<file path="config.mk">
export PLATFORM = sky130hd
export DESIGN_NAME = ram_sdp_sr_rw_init
export DESIGN_NICKNAME = d
export VERILOG_FILES = /design/src/rtl/ram_pkg.sv /design/src/rtl/ram_rd_pipe.sv /design/src/rtl/ram_sdp_sr_rw_init.sv
export SDC_FILE = /design/constraint.sdc
export NUM_CORES = 2
export LEC_CHECK = 0
export BUFFER_PORTS_ARGS = -buffer_cell sky130_fd_sc_hd__buf_2
export CORE_MARGIN = 5
export CORE_UTILIZATION = 30
export CTS_CLUSTER_DIAMETER = 80
export DETAILED_ROUTE_END_ITERATION = 8
export GPL_TIMING_DRIVEN = 1
export PLACE_DENSITY_LB_ADDON = 0.15
export SLEW_MARGIN = 0
export SYNTH_ARGS = -nofsm -noshare
export SYNTH_HDL_FRONTEND = slang
export SYNTH_SLANG_ARGS = --single-unit
</file>
<file path="constraint.sdc">
create_clock -name clk -period 7.9 [get_ports clk]
set_input_delay 0.79 -clock clk [delete_from_list [all_inputs] [get_ports clk]]
set_output_delay 0.79 -clock clk [all_outputs]
set_load 0.02 [all_outputs]
</file>
<file path="src/rtl/ram_pkg.sv">
// Shared types and helpers for the simple dual-port RAM with post-reset clear.
package ram_pkg;

    typedef enum logic {
        INIT = 1'b0,
        RUN  = 1'b1
    } ram_state_e;

    localparam int RD_LAT_MIN   = 1;
    localparam int RD_LAT_MAX   = 2;

    // Wide enough for any practical word; zero-extension leaves the XOR unchanged.
    localparam int PARITY_MAX_W = 1024;

    function automatic logic parity_f(input logic [PARITY_MAX_W-1:0] data);
        return ^data;
    endfunction

endpackage

</file>
<file path="src/rtl/ram_rd_pipe.sv">
// Optional extra output register stage for the read path (READ_LATENCY 1 or 2).
// Carries rd_perr alongside the data when RAM_PARITY_EN is defined.
module ram_rd_pipe
    import ram_pkg::*;
#(
    parameter int DATA_WIDTH   = 8,
    parameter int READ_LATENCY = 1
) (
    input  logic                  clk,
    input  logic                  rst,
    input  logic [DATA_WIDTH-1:0] in_data,
    input  logic                  in_valid,
`ifdef RAM_PARITY_EN
    input  logic                  in_perr,
    output logic                  out_perr,
`endif
    output logic [DATA_WIDTH-1:0] out_data,
    output logic                  out_valid
);

    generate
        if (READ_LATENCY >= RD_LAT_MAX) begin : g_stage
            always_ff @(posedge clk) begin
                if (rst) begin
                    out_valid <= 1'b0;
                    out_data  <= '0;
`ifdef RAM_PARITY_EN
                    out_perr  <= 1'b0;
`endif
                end else begin
                    out_valid <= in_valid;
                    // Data holds between valid pulses.
                    if (in_valid) begin
                        out_data <= in_data;
                    end
`ifdef RAM_PARITY_EN
                    out_perr  <= in_valid & in_perr;
`endif
                end
            end
        end else begin : g_bypass
            logic unused_pipe;
            assign unused_pipe = clk ^ rst;
            assign out_data    = in_data;
            assign out_valid   = in_valid;
`ifdef RAM_PARITY_EN
            assign out_perr    = in_perr;
`endif
        end
    endgenerate

endmodule

</file>
<file path="src/rtl/ram_sdp_sr_rw_init.sv">
// Simple dual-port RAM, read-first, with a hardware clear sweep after every reset.
// Define RAM_PARITY_EN to store an even-parity bit per word and expose rd_perr.
//
// state | meaning
// INIT  | clearing mem[ptr] each cycle, both ports ignored, init_busy=1
// RUN   | normal operation, one read and one write accepted per cycle
module ram_sdp_sr_rw_init
    import ram_pkg::*;
#(
    parameter int DATA_WIDTH   = 8,
    parameter int ADDR_WIDTH   = 8,
    parameter int RAM_DEPTH    = 1 << ADDR_WIDTH,
    parameter int READ_LATENCY = 1
) (
    input  logic                  clk,
    input  logic                  rst,
    input  logic                  cs,
    input  logic                  wr_en,
    input  logic [ADDR_WIDTH-1:0] wr_addr,
    input  logic [DATA_WIDTH-1:0] wr_data,
    input  logic                  rd_en,
    input  logic [ADDR_WIDTH-1:0] rd_addr,
    output logic [DATA_WIDTH-1:0] rd_data,
    output logic                  rd_valid,
`ifdef RAM_PARITY_EN
    output logic                  rd_perr,
`endif
    output logic                  init_busy
);

    localparam logic [ADDR_WIDTH-1:0] LAST_ADDR = ADDR_WIDTH'(RAM_DEPTH - 1);

    logic [DATA_WIDTH-1:0] mem [RAM_DEPTH];
`ifdef RAM_PARITY_EN
    logic                  par_mem [RAM_DEPTH];
    logic                  s1_perr;
`endif

    ram_state_e            state;
    logic [ADDR_WIDTH-1:0] ptr;
    logic                  wr_acc;
    logic                  rd_acc;
    logic                  wr_in_range;
    logic                  rd_in_range;
    logic [DATA_WIDTH-1:0] s1_data;
    logic                  s1_valid;

    assign wr_in_range = 32'(wr_addr) < RAM_DEPTH;
    assign rd_in_range = 32'(rd_addr) < RAM_DEPTH;
    assign wr_acc      = (state == RUN) && cs && wr_en;
    assign rd_acc      = (state == RUN) && cs && rd_en;

    always_ff @(posedge clk) begin
        if (rst) begin
            state     <= INIT;
            ptr       <= '0;
            init_busy <= 1'b1;
        end else begin
            case (state)
                INIT: begin
                    ptr <= ptr + 1'b1;
                    if (ptr == LAST_ADDR) begin
                        state     <= RUN;
                        init_busy <= 1'b0;
                    end
                end
                RUN: begin
                    state <= RUN;
                end
                default: begin
                    state <= INIT;
                end
            endcase
        end
    end

    // Array has no reset; only the sweep clears it. Any write on a reset edge is dropped.
    always_ff @(posedge clk) begin
        if (!rst) begin
            if (state == INIT) begin
                mem[ptr] <= '0;
`ifdef RAM_PARITY_EN
                par_mem[ptr] <= 1'b0;
`endif
            end else if (wr_acc && wr_in_range) begin
                mem[wr_addr] <= wr_data;
`ifdef RAM_PARITY_EN
                par_mem[wr_addr] <= parity_f(PARITY_MAX_W'(wr_data));
`endif
            end
        end
    end

    // First read register samples the array before this edge's write lands: read-first.
    always_ff @(posedge clk) begin
        if (rst) begin
            s1_valid <= 1'b0;
            s1_data  <= '0;
`ifdef RAM_PARITY_EN
            s1_perr  <= 1'b0;
`endif
        end else begin
            s1_valid <= rd_acc;
            if (rd_acc) begin
                s1_data <= rd_in_range ? mem[rd_addr] : '0;
            end
`ifdef RAM_PARITY_EN
            s1_perr <= rd_acc && rd_in_range &&
                       (par_mem[rd_addr] != parity_f(PARITY_MAX_W'(mem[rd_addr])));
`endif
        end
    end

    ram_rd_pipe #(
        .DATA_WIDTH  (DATA_WIDTH),
        .READ_LATENCY(READ_LATENCY)
    ) u_rd_pipe (
        .clk      (clk),
        .rst      (rst),
        .in_data  (s1_data),
        .in_valid (s1_valid),
`ifdef RAM_PARITY_EN
        .in_perr  (s1_perr),
        .out_perr (rd_perr),
`endif
        .out_data (rd_data),
        .out_valid(rd_valid)
    );

endmodule

</file>
## Word-level counts from Yosys, hierarchy flattened

Memory sizes are Yosys's and may differ from the RTL's. A register that Yosys moved wholly into a read port is not among the register bits.
Index checks and enable logic that the tools add are counted.

| operators by class | value |
|---|---|
| eq/ne operators | 1 |
| mux-type cells | 12 |
| bitwise gates (word level) | 1 |
| add/sub/neg operators | 1 |
| reduce and logical (&&, ||, !) cells | 5 |

Operator list:

| kind | number |
|---|---|
| two-way mux 8 bit | 2 |
| two-way mux 1 bit | 9 |
| adder 8 x 1 -> 8 bit (second input constant) | 1 |
| equality test 8 bit (second input constant) | 1 |
| OR reduction 8 bit | 1 |
| logical AND 1 bit | 3 |
| one-hot mux 1 bit (2 select lines) | 1 |
| AND reduction 2 bit | 1 |
| NOT 1 bit | 1 |

| word-level totals | value |
|---|---|
| RAM bits | 2048 |
| flip-flop bits (word level) | 11 |
| memories kept | 1 |

Memories:

| name | words | width | read ports | clocked after Yosys merged registers in | write ports | line | RTL |
|---|---|---|---|---|---|---|---|
| mem | 256 | 8 | 1 | 1 | 1 | ram_sdp_sr_rw_init.sv:33 | `logic [DATA_WIDTH-1:0] mem [RAM_DEPTH];` |

## Logic depth before layout (Yosys ltp)

| depth | value |
|---|---|
| depth in word-level cells | 8 |
| depth in mapped cells | 13 |

## Cells and area by module

From an unflattened synthesis, not the netlist that was laid out.

| unflattened totals | value |
|---|---|
| cell total of the unflattened synthesis | 3952 |
| area, all modules | 80667.4 µm² |

By module, submodules not included:

| module | times used | area an instance (µm²) | cells each | sequential area each (µm²) |
|---|---|---|---|---|
| ram_sdp_sr_rw_init | 1 | 80599.8 | 3943 | 61879.3 |
| ram_rd_pipe | 1 | 67.6 | 9 | 0.0 |

## Worst setup path after synthesis

No wires, ideal clock.

| path | value |
|---|---|
| path type | input-to-reg |
| from | input rst |
| to | memory mem[0][0], data pin |
| stages on the path | 4 |
| arrival time | 4794 ps |
| library setup time | 869 ps |
| path slack | 2237 ps |
| data required time | 7031 ps |
| buffers on the path | 2 |
| cell sequence | and4b_1 > clkbuf_1 > clkbuf_1 > and2_1 |

| on the way | value |
|---|---|
| cells in the longest elaborated chain, start to end | 4 |

Ends and longest elaborated chain:

| element | line | RTL |
|---|---|---|
| start, declared | ram_sdp_sr_rw_init.sv:16 | `input logic rst,` |
| two-way mux 1 bit | ram_sdp_sr_rw_init.sv:79 | `if (!rst) begin` |
| two-way mux 1 bit (implied by the code) | ram_sdp_sr_rw_init.sv:86 | `mem[wr_addr] <= wr_data;` |
| OR reduction 8 bit (no line) | -- |  |
| two-way mux 8 bit (no line) | -- |  |
| end, declared | ram_sdp_sr_rw_init.sv:33 |  |

Every way passes these cells.

==> results.toml <==
[timing]
worst_slack_ns = 3.27
fin_setup_tns_ns = 0
relSlewSlack = -0.0586
max_freq_ghz = 0.216
post-route-period-util = 0.586
setup_viol = 0
fin_skew_ns = 0.0402
worst_pin_slew_ns = 1.57
period_needed_ns = 4.63
maxSlewViolCount = 2
rsz0062_at_grt = "false"
hold_viol = 0

[global_routing]
use_met3 = 0.0253
met2_usage = 0.275
overflow = 0
antenna_found_initial = 18
grt_max_degree = 197
grt_usage = 0.172
grt.met1_usage = 0.248
grt_busiest_layer = "met2"
grt_pass1_vias = 40700
grt_pass1_wl_mm = 339

[floorplanning]
core_area_um2 = 268000
rows = 190
io_pins = 39
die_w_um = 528
die_h_um = 528
die_area_um2 = 279000
initial_core_util = 0.301

[yosys]
ys.flop_type = "edfxtp_1"
synth_cell_types = 69
synth_enable_flop_cells = 2048
synthesis.area_um2 = 80600
synth_fp_nets = 3973
yosysSeqAreaShare = 0.768
postSynthAreaPerCell_um2 = 20.4
yosys_warnings = 0
ys_ff_latch = 2067
async_reset_ff_frac = 0
netlist_instances = 3943

[cts]
htree_num_levels = 4
cts_buffers = 215
cts_tree = "yes"
insertion_delay_ns = 0.87
clockBufferDepth = 3
path_clk_slew_ns = 0.06
cts_setup_buffers = 0
hold_buffers = 0
cts_resized = 0
cts.sinks = 2067
root_buffer = "clkbuf_16"

[layout]
drive_above_1_share = 0.208
fin_nets = 4093
seq_area_um2 = 61900
n_fill_cell = 25200
final_area_um2 = 92100
multi_input_area_um2 = 17400
syn_to_final_growth_pct = 14.2

[placement]
io_buffers = 38
gp_congestion = 0.822
place_hpwl_mm = 149
dpl_worst_slack_ns = 2.49
place_area_um2 = 84900

[pwr]
vdd_drop_max_uv = 232
p_per_area_nw_per_um2 = 249
power.static_leakage_nw = 32.7

[detailed_routing]
drt_iter0_markers = 3724
drcViolationCount = 0
wl_per_cell_um = 31.3
final_antenna_net_count = 0
vias = 39900
first_pass_iters = 5
drt_wl_total_mm = 244
post_drt_via_cell_ratio = 5.12

[hold_path]
hold_path_class = "in2reg"

[critical_path]
critPathArrivalTime_ns = 5.43
endpoint_kind = "flip-flop"
crit_required_ns = 8.70
start_kind = "input pin"
path_max_fanout = 31
criticalPathCategory = "in2reg"

[run_status]
outcome = "finished with violations"
violations = "capacitance limit, slew limit"

[run]
cap_violations = 1
## path summary, 6_finish.rpt
| check | start | endpoint | slack [ns] | depth (start not counted) |
|---|---|---|---|---|
| worst max-delay path | rd_addr[2] | s1_data[4]$_SDFFE_PP0P_ | 3.27 | 9 |
| worst min-delay path | rst | ptr[0]$_SDFFE_PP0N_ | 0.27 | 2 |
| worst max register to register | state$_SDFF_PP0_ | mem[16][0]$_DFFE_PP_ | 3.36 | 7 |
| worst min register to register | init_busy$_SDFFE_PP1P_ | init_busy$_SDFFE_PP1P_ | 0.48 | 1 |
## final cells by class
class,count,share of cell area
sequential,2067,0.672
multi-input combinational,1640,0.189
clock buffer,267,0.0614
tap,3552,0.0483
clock inverter,128,0.0164
timing repair buffer,135,0.0128
inverter,4,0.000217
antenna,2,0.0000544
## cells in the mapped netlist, types with 8 or more instances
master        n  area share
o21ai_0      39      0.0024
a221oi_1      8     0.00087
nand2_1     126      0.0059
nand3b_1     21      0.0020
nor2_1      294       0.014
or3_1        12     0.00093
buf_2        58      0.0036
a2111oi_0    20      0.0022
o31ai_1       8     0.00075
buf_4        17      0.0016
mux2i_1     242       0.030
a22oi_1      47      0.0044
buf_6        42      0.0059
edfxtp_1   2048        0.76
nand4_1       8     0.00062
a21oi_1      46      0.0029
buf_1        13     0.00061
a211oi_1     32      0.0030
and2_1       17      0.0013
o22ai_1      75      0.0058
nand3_1      53      0.0033
a31oi_1       9     0.00070
mux4_2      414        0.12
clkbuf_1     94      0.0044
o221ai_1     42      0.0046
dfxtp_1      19      0.0047
nor3_1       20      0.0012
## logic make-up after synthesis
kind of cell,synth area share
buf+inv,0.0178
mux,0.149
compound gates,0.0332
fa+ha+maj,0.000155
simple gates,0.0319
flops,0.768
xor+xnor,0.000652
## layer usage
layer,wire [um],share of wire
met5,0,0
met4,5540,0.023
met3,11200,0.046
met2,116000,0.47
met1,111000,0.46
## per-stage QoR
stage / total power, mW / hold slack, ns / util / cells
after CTS: 23.1 / 0.195 / 0.344 / 7793
after floorplan: 12.5 / 0.500 / - / 3943
after global placement: 12.8 / 0.455 / 0.317 / 7396
after detailed placement: 12.8 / 0.463 / 0.317 / 7398
after global routing: 23.6 / 0.230 / 0.344 / 7794
final: 22.9 / 0.273 / 0.344 / 7795
## layout by cell type, fill, tap and decap left out, types with 8 or more instances in the layout
cell       Yosys  final
buf_4         17     79
o22ai_1       75     75
o221ai_1      42     42
nand3_1       53     53
buf_2         58     34
clkinv_1       1     51
a2111oi_0     20     13
nand3b_1      21     21
or3_1         12     12
nand4_1        8      8
and2_4         0      8
a22oi_1       47     47
a221oi_1       8      8
buf_12         2     18
mux4_2       414    414
bufinv_16      0     27
nand2_1      126    125
nor2_1       294    290
a21oi_1       46     46
edfxtp_1    2048   2048
clkinv_2       0     31
clkbuf_1      94     45
nor3_1        20     20
dfxtp_1       19     19
a31oi_1        9      8
mux2i_1      242    242
clkbuf_16      0    216
o21ai_0       39     39
a211oi_1      32     32
and2_1        17      9
## report_power, final
| group | switching (mW) | leakage, nW | internal, mW |
|---|---|---|---|
| registers | 0.00564 | 23.2 | 11.9 |
| logic | 0.457 | 5.99 | 0.216 |
| clock network | 4.37 | 3.48 | 5.97 |
## state kept, by name (all words and copies together), names as in the netlist
signal	cells
s1_data	8
state	1
init_busy	1
ptr	8
s1_valid	1
mem	2048
## critical path, stage by stage
cell      delay [ns]
buf_4           0.24
buf_4           0.56
inv_2           0.51
nor2_4          1.06
a221oi_1        0.22
o21ai_0         0.22
a21oi_1         0.22
nor4_1          1.23
a221o_1         0.23
Power figures use the tool's default switching activity.
